===== src/rtl/periph_poll_ctrl_if.sv =====
// Data-bus port of the poll-then-write sequencer: one request/grant transaction
// channel with address, write data and read data.
interface periph_poll_ctrl_if;
   logic        mem_req_o;
   logic        mem_we_o;
   logic [31:0] mem_addr_o;
   logic [31:0] mem_wdata_o;
   logic        mem_gnt_i;
   logic [31:0] mem_rdata_i;

   modport master (
      output mem_req_o,
      output mem_we_o,
      output mem_addr_o,
      output mem_wdata_o,
      input  mem_gnt_i,
      input  mem_rdata_i
   );

   modport slave (
      input  mem_req_o,
      input  mem_we_o,
      input  mem_addr_o,
      input  mem_wdata_o,
      output mem_gnt_i,
      output mem_rdata_i
   );
endinterface


===== src/rtl/periph_poll_ctrl.sv =====
// Hardware poll-then-write sequencer: reads a status register until the masked
// busy bits clear, then writes one word to the data register.
module periph_poll_ctrl #(
   parameter int unsigned MAX_POLLS = 1024,
   parameter int unsigned POLL_GAP  = 4
) (
   input  logic                      clk,
   input  logic                      rst,
   input  logic                      start_i,
   input  logic                      abort_i,
   input  logic [31:0]               stat_addr_i,
   input  logic [31:0]               stat_mask_i,
   input  logic [31:0]               data_addr_i,
   input  logic [31:0]               wdata_i,
   periph_poll_ctrl_if.master        mem,
   output logic                      busy_o,
   output logic                      done_o,
   output logic                      err_o,
   output logic [15:0]               polls_o
);

   localparam int unsigned DW = 32;
   localparam int unsigned PW = 16;
   localparam int unsigned GW = (POLL_GAP > 1) ? $clog2(POLL_GAP + 1) : 1;

   typedef enum logic [1:0] {
      S_IDLE    = 2'd0,
      S_RD_STAT = 2'd1,
      S_GAP     = 2'd2,
      S_WR_DATA = 2'd3
   } state_e;

   state_e          state_q,     state_d;
   logic [DW-1:0]   stat_addr_q, stat_addr_d;
   logic [DW-1:0]   mask_q,      mask_d;
   logic [DW-1:0]   data_addr_q, data_addr_d;
   logic [DW-1:0]   wdata_q,     wdata_d;
   logic [PW-1:0]   polls_q,     polls_d;
   logic [GW-1:0]   gap_q,       gap_d;

   logic            req_q,       req_d;
   logic            we_q,        we_d;
   logic [DW-1:0]   addr_q,      addr_d;
   logic [DW-1:0]   bwdata_q,    bwdata_d;
   logic            busy_q,      busy_d;
   logic            done_q,      done_d;
   logic            err_q,       err_d;

   logic            fin_ok;
   logic            fin_err;
   logic [PW-1:0]   polls_inc;
   logic            stat_clear;
   logic            poll_limit_hit;

   assign polls_inc      = (polls_q == {PW{1'b1}}) ? polls_q : polls_q + PW'(1);
   assign stat_clear     = ((mem.mem_rdata_i & mask_q) == '0);
   assign poll_limit_hit = (MAX_POLLS != 0) && (DW'(polls_inc) == MAX_POLLS);

   // State, operand and registered-output flops.
   always_ff @(posedge clk) begin
      if (rst) begin
         state_q     <= S_IDLE;
         stat_addr_q <= '0;
         mask_q      <= '0;
         data_addr_q <= '0;
         wdata_q     <= '0;
         polls_q     <= '0;
         gap_q       <= '0;
         req_q       <= 1'b0;
         we_q        <= 1'b0;
         addr_q      <= '0;
         bwdata_q    <= '0;
         busy_q      <= 1'b0;
         done_q      <= 1'b0;
         err_q       <= 1'b0;
      end else begin
         state_q     <= state_d;
         stat_addr_q <= stat_addr_d;
         mask_q      <= mask_d;
         data_addr_q <= data_addr_d;
         wdata_q     <= wdata_d;
         polls_q     <= polls_d;
         gap_q       <= gap_d;
         req_q       <= req_d;
         we_q        <= we_d;
         addr_q      <= addr_d;
         bwdata_q    <= bwdata_d;
         busy_q      <= busy_d;
         done_q      <= done_d;
         err_q       <= err_d;
      end
   end

   // Next state, operand latching, poll and gap counters.
   always_comb begin
      state_d     = state_q;
      stat_addr_d = stat_addr_q;
      mask_d      = mask_q;
      data_addr_d = data_addr_q;
      wdata_d     = wdata_q;
      polls_d     = polls_q;
      gap_d       = gap_q;
      fin_ok      = 1'b0;
      fin_err     = 1'b0;

      case (state_q)
         S_IDLE: begin
            if (start_i) begin
               stat_addr_d = stat_addr_i;
               mask_d      = stat_mask_i;
               data_addr_d = data_addr_i;
               wdata_d     = wdata_i;
               polls_d     = '0;
               gap_d       = '0;
               state_d     = S_RD_STAT;
            end
         end
         S_RD_STAT: begin
            if (mem.mem_gnt_i) begin
               // A granted read is always counted, even if an abort discards it.
               polls_d = polls_inc;
               if (abort_i) begin
                  fin_err = 1'b1;
               end else if (stat_clear) begin
                  state_d = S_WR_DATA;
               end else if (poll_limit_hit) begin
                  fin_err = 1'b1;
               end else if (POLL_GAP == 0) begin
                  state_d = S_RD_STAT;
               end else begin
                  gap_d   = GW'(POLL_GAP);
                  state_d = S_GAP;
               end
            end else if (abort_i) begin
               fin_err = 1'b1;
            end
         end
         S_GAP: begin
            if (abort_i) begin
               fin_err = 1'b1;
            end else if (gap_q <= GW'(1)) begin
               gap_d   = '0;
               state_d = S_RD_STAT;
            end else begin
               gap_d = gap_q - GW'(1);
            end
         end
         S_WR_DATA: begin
            // A write grant wins over a coincident abort: the write has landed.
            if (mem.mem_gnt_i) begin
               fin_ok = 1'b1;
            end else if (abort_i) begin
               fin_err = 1'b1;
            end
         end
         default: begin
            state_d = S_IDLE;
         end
      endcase

      if (fin_ok || fin_err) begin
         state_d = S_IDLE;
         gap_d   = '0;
      end
   end

   // Output decode from the next state so bus signals are registered.
   always_comb begin
      req_d    = 1'b0;
      we_d     = 1'b0;
      addr_d   = '0;
      bwdata_d = '0;
      busy_d   = (state_d != S_IDLE);
      done_d   = fin_ok | fin_err;
      err_d    = fin_err;

      case (state_d)
         S_RD_STAT: begin
            req_d  = 1'b1;
            addr_d = stat_addr_d;
         end
         S_WR_DATA: begin
            req_d    = 1'b1;
            we_d     = 1'b1;
            addr_d   = data_addr_d;
            bwdata_d = wdata_d;
         end
         default: begin
            req_d = 1'b0;
         end
      endcase
   end

   assign mem.mem_req_o   = req_q;
   assign mem.mem_we_o    = we_q;
   assign mem.mem_addr_o  = addr_q;
   assign mem.mem_wdata_o = bwdata_q;
   assign busy_o          = busy_q;
   assign done_o          = done_q;
   assign err_o           = err_q;
   assign polls_o         = polls_q;

endmodule

===== src/flat_wrapper.sv =====
// flat-port wrapper written by rule: the top's interface ports become plain ports
module periph_poll_ctrl_flat 
#(
   parameter int unsigned MAX_POLLS = 1024,
   parameter int unsigned POLL_GAP  = 4
)
  (clk, rst, start_i, abort_i, stat_addr_i, stat_mask_i, data_addr_i, wdata_i, busy_o, done_o, err_o, polls_o, mem_mem_req_o, mem_mem_we_o, mem_mem_addr_o, mem_mem_wdata_o, mem_mem_gnt_i, mem_mem_rdata_i);
  periph_poll_ctrl_if mem_i ();
  input  logic clk;
  input  logic rst;
  input  logic start_i;
  input  logic abort_i;
  input  logic [31:0] stat_addr_i;
  input  logic [31:0] stat_mask_i;
  input  logic [31:0] data_addr_i;
  input  logic [31:0] wdata_i;
  output logic busy_o;
  output logic done_o;
  output logic err_o;
  output logic [15:0] polls_o;
  output wire logic [$bits(mem_i.mem_req_o)-1:0] mem_mem_req_o;
  output wire logic [$bits(mem_i.mem_we_o)-1:0] mem_mem_we_o;
  output wire logic [$bits(mem_i.mem_addr_o)-1:0] mem_mem_addr_o;
  output wire logic [$bits(mem_i.mem_wdata_o)-1:0] mem_mem_wdata_o;
  input wire logic [$bits(mem_i.mem_gnt_i)-1:0] mem_mem_gnt_i;
  input wire logic [$bits(mem_i.mem_rdata_i)-1:0] mem_mem_rdata_i;
  assign mem_mem_req_o = mem_i.mem_req_o;
  assign mem_mem_we_o = mem_i.mem_we_o;
  assign mem_mem_addr_o = mem_i.mem_addr_o;
  assign mem_mem_wdata_o = mem_i.mem_wdata_o;
  assign mem_i.mem_gnt_i = mem_mem_gnt_i;
  assign mem_i.mem_rdata_i = mem_mem_rdata_i;
  periph_poll_ctrl #(.MAX_POLLS(MAX_POLLS), .POLL_GAP(POLL_GAP)) u_core (.clk(clk), .rst(rst), .start_i(start_i), .abort_i(abort_i), .stat_addr_i(stat_addr_i), .stat_mask_i(stat_mask_i), .data_addr_i(data_addr_i), .wdata_i(wdata_i), .mem(mem_i), .busy_o(busy_o), .done_o(done_o), .err_o(err_o), .polls_o(polls_o));
endmodule

===== config.mk =====
export PLATFORM = sky130hd
export DESIGN_NAME = periph_poll_ctrl_flat
export DESIGN_NICKNAME = d
export VERILOG_FILES = /design/src/rtl/periph_poll_ctrl_if.sv /design/src/rtl/periph_poll_ctrl.sv /design/src/flat_wrapper.sv
export SDC_FILE = /design/constraint.sdc
export NUM_CORES = 1
export LEC_CHECK = 0
export ABC_CLOCK_PERIOD_IN_PS = 6100
export BUFFER_PORTS_ARGS = -buffer_cell sky130_fd_sc_hd__buf_2
export CAP_MARGIN = 20
export CORE_MARGIN = 2
export CORE_UTILIZATION = 58
export DETAILED_ROUTE_END_ITERATION = 10
export GPL_ROUTABILITY_DRIVEN = 0
export GPL_TIMING_DRIVEN = 0
export PLACE_DENSITY = 0.9
export SYNTH_ARGS = -nofsm -noshare
export SYNTH_HDL_FRONTEND = slang
export SYNTH_SLANG_ARGS = --single-unit

===== constraint.sdc =====
create_clock -name clk -period 6.1 [get_ports clk]
set_clock_uncertainty 0.15 [all_clocks]
set_input_delay 0.61 -clock clk [delete_from_list [all_inputs] [get_ports clk]]
set_output_delay 0.61 -clock clk [all_outputs]
set_load 0.05 [all_outputs]

==> impl_metrics.yaml <==
outcome:
  status: "complete, no violations"
floorplan:
  row_count: 48
  start_util_pct: 58.8
  dieArea_mm2: 0.0184
  core_area_mm2: 0.0171
  ios: 250
  die-width_um: 136
  die_h_um: 136
yosys:
  synth_area_per_cell_um2: 8.05
  ys_ff_latch: 217
  synth.net_count: 1422
  async_flop_share_pct: 0
  netlist_area_mm2: 0.0101
  synthTopCellsByArea: "dfxtp_1 43%, mux2i_1 9.2%, nand2_1 8.3%"
  yosysSeqAreaShare_pct: 43.2
  synth_top_cell_area_share_pct: 43.2
  synth_edf_count: 0
  ys_warn_count: 0
  synth_cell_type_count: 59
  yosysTopAreaCell: "dfxtp_1"
  synth_flop_cell: "dfxtp_1"
  synth_cells: 1250
pwr:
  powerDensity_mw_per_mm2: 444
  p_leak_nw: 5.50
  p_total_mw: 5.50
  peakVddDrop_mv: 0.348
setup_path:
  worst_r2r_endpoint: "u_core.mem.mem_wdata_o[16]$_SDFF_PP0_"
  end_kind: "register"
  worst_setup_path_start_kind: "register"
  worstPathArrival_ns: 4.21
  r2r_slack_ns: 2.13
  worstSetupPathType: "reg2reg"
  cp_max_fo: 10
  reg2reg_depth: 12
  r2r_start: "u_core.polls_o[0]$_SDFFE_PP0P_"
  cp.required_ns: 6.34
placement:
  dp_worst_setup_slack_ns: 2.28
  dp_hpwl_um: 22200
  portBuffers: 249
  dpl-instance-area_mm2: 0.0116
  dpl.cell_count: 1724
sta:
  post-route-min-period_ns: 3.97
  max_freq_ghz: 0.252
  hold_violations: 0
  finalSetupViolCount: 0
  tightestPinTransition_ns: 0.856
  rsz0062_at_grt: "false"
  fin_tns_setup_ns: 0
  finalCritPeriodShare_pct: 65.0
  slew_violations: 0
  timing.hold.ws_ns: 0.172
  slew_headroom_pct: 42.9
  finalWorstSetupSlack_ns: 2.13
cells_and_area:
  final_cells: 1773
  multi_input_area_mm2: 0.00516
  regArea_mm2: 0.00434
  final_nets: 1697
  finalInstanceArea_mm2: 0.0124
  fill_cells: 1304
  final_util_pct: 72.3
  syn_to_final_growth_pct: 23.1
  drive_above_1_share_pct: 22.6
global_route:
  track_usage_pct: 33.3
  grt_pass1_vias: 10100
  antenna_found_initial: 5
  grt_pass1_wl_um: 49400
  grt_max_degree: 15
  gr-total-overflow: 0
drt:
  drtAntennaViolNets: 0
  via_count: 10600
  wl_per_cell_um: 18.0
  vias_per_cell: 6.00
  dr.pass1.iters: 6
  drc: 0
  drt_iter0_markers: 1125
  wirelength_um: 31900
clock_tree:
  root_buffer: "clkbuf_16"
  max-clock-path-buffers: 3
  cts_tree: "built"
  cts_made_buffers: 23
  clk_latency_ns: 0.53
  cts-resized-gates: 0
  hold_buffers: 0
  post-cts-setup-buffer-count: 0
  clkTransAtPathRegs_ns: 0.07
  clock-sinks: 217
  cts_max_level: 1
min_path:
  hp-class: "in2reg"
  whs_path_depth: 3
  hold_start: "stat_mask_i[26]"
  hold_end: "u_core.mask_q[26]$_SDFFE_PP0P_"
flow_run:
  max_cap_viol_count: 0
==> placed cells by master (no fill, tap or decap), drive strengths merged, types with 5 or more instances in the layout <==
cell type,Yosys,routed
clkbuf,74,104
mux2i,92,92
nor3,127,127
buf,36,285
nand4,13,13
o21ai,18,18
nor2,180,180
nor4,37,37
a31oi,10,10
ha,7,7
a211oi,7,7
nor4b,33,33
a22oi,19,19
a311oi,5,5
inv,9,10
dfxtp,217,217
a21oi,90,90
and2,5,5
diode,0,7
nand2,222,222
nand3,12,12
clkinv,0,8
==> state kept, by name, summed over array words and instances, names as in the netlist <==
name	cells
u_core.wdata_q	32
u_core.stat_addr_q	32
u_core.data_addr_q	32
u_core.mem.mem_addr_o	32
u_core.polls_o	16
u_core.mask_q	32
u_core.mem.mem_we_o	1
u_core.err_o	1
u_core.done_o	1
u_core.state_q	2
u_core.gap_q	3
u_core.mem.mem_wdata_o	32
u_core.busy_o	1
==> power by group <==
group          leakage (nW)  internal, mW  switching (mW)  total, mW
Clock                 0.386         0.851           0.588       1.44
Combinational          3.35         0.668            1.61       2.28
Sequential             1.77          1.67           0.112       1.78
==> per-layer routing <==
layer	up-vias	track usage, %	share of wire [%]
li1	4886	-	-
met5	-	0	0
met1	4856	41.9	38
met3	135	6.62	11
met4	0	14.9	4.1
met2	769	55.1	46
==> cells in the mapped netlist, types with 5 or more instances <==
cell,n
a21oi_1,88
nor4b_1,32
inv_1,9
nor3_1,127
a211oi_1,6
clkbuf_1,74
nor2_1,180
a22oi_1,19
mux2i_1,92
o21ai_0,16
a31oi_1,10
nand4_1,12
dfxtp_1,217
buf_1,6
and2_1,5
buf_4,9
nor4_1,24
a311oi_1,5
ha_1,7
nand3_1,9
nand2_1,222
buf_2,14
buf_6,5
nor4_2,12
==> critical path, cell delays in order, from the launching register on <==
cell and delay (ns):
dfxtp_1 0.49, ha_1 0.19, buf_2 0.19, nand3_1 0.23
nor4_1 0.34, mux2_2 0.42, nor4_2 0.31, nand4_2 0.22
or2_1 0.28, buf_6 0.15, o31ai_4 0.50, buf_4 0.28
nor4b_1 0.08
==> cells by family (layout without fill, tap and decap cells) <==
| kind of cell | Yosys count | after routing | share of synthesized area [%] |
|---|---|---|---|
| multiplexers | 93 | 93 | 9.26 |
| other | 0 | 7 | 0 |
| AND/OR/NAND/NOR | 647 | 647 | 30.7 |
| AO/OA/AOI/OAI | 163 | 163 | 10.1 |
| buffers and inverters | 119 | 410 | 5.55 |
| adder cells (fa/ha/maj) | 7 | 7 | 0.870 |
| flip-flops | 217 | 217 | 43.2 |
| XOR/XNOR | 4 | 4 | 0.348 |
==> area by class of cell <==
cell class / instances / share of cell area, %
Clock inverter: 12 / 1.24
Inverter: 9 / 0.273
Buffer: 110 / 4.23
Clock buffer: 29 / 4.99
Antenna cell: 7 / 0.141
Tap cell: 225 / 2.27
Sequential cell: 217 / 35.1
Multi-Input combinational cell: 914 / 41.7
Timing Repair Buffer: 250 / 10.1
==> how the worst max path moves through the flow <==
stage	start	endpoint	slack (ns)	depth (start not counted)
6_report	u_core.polls_o[0]$_SDFFE_PP0P_	u_core.mem.mem_wdata_o[16]$_SDFF_PP0_	2.13	12
5_1_grt	u_core.state_q[0]$_SDFF_PP0_	u_core.mem.mem_addr_o[23]$_SDFF_PP0_	1.92	14
4_1_cts	u_core.polls_o[0]$_SDFFE_PP0P_	u_core.mem.mem_wdata_o[8]$_SDFF_PP0_	2.25	12
3_5_place_dp	u_core.polls_o[0]$_SDFFE_PP0P_	u_core.mem.mem_wdata_o[10]$_SDFF_PP0_	2.28	12
3_3_place_gp	u_core.polls_o[0]$_SDFFE_PP0P_	u_core.mem.mem_wdata_o[9]$_SDFF_PP0_	2.33	12
2_1_floorplan	u_core.polls_o[0]$_SDFFE_PP0P_	u_core.mem.mem_wdata_o[10]$_SDFF_PP0_	2.47	12
No activity file was read; power rests on OpenSTA's default activity.
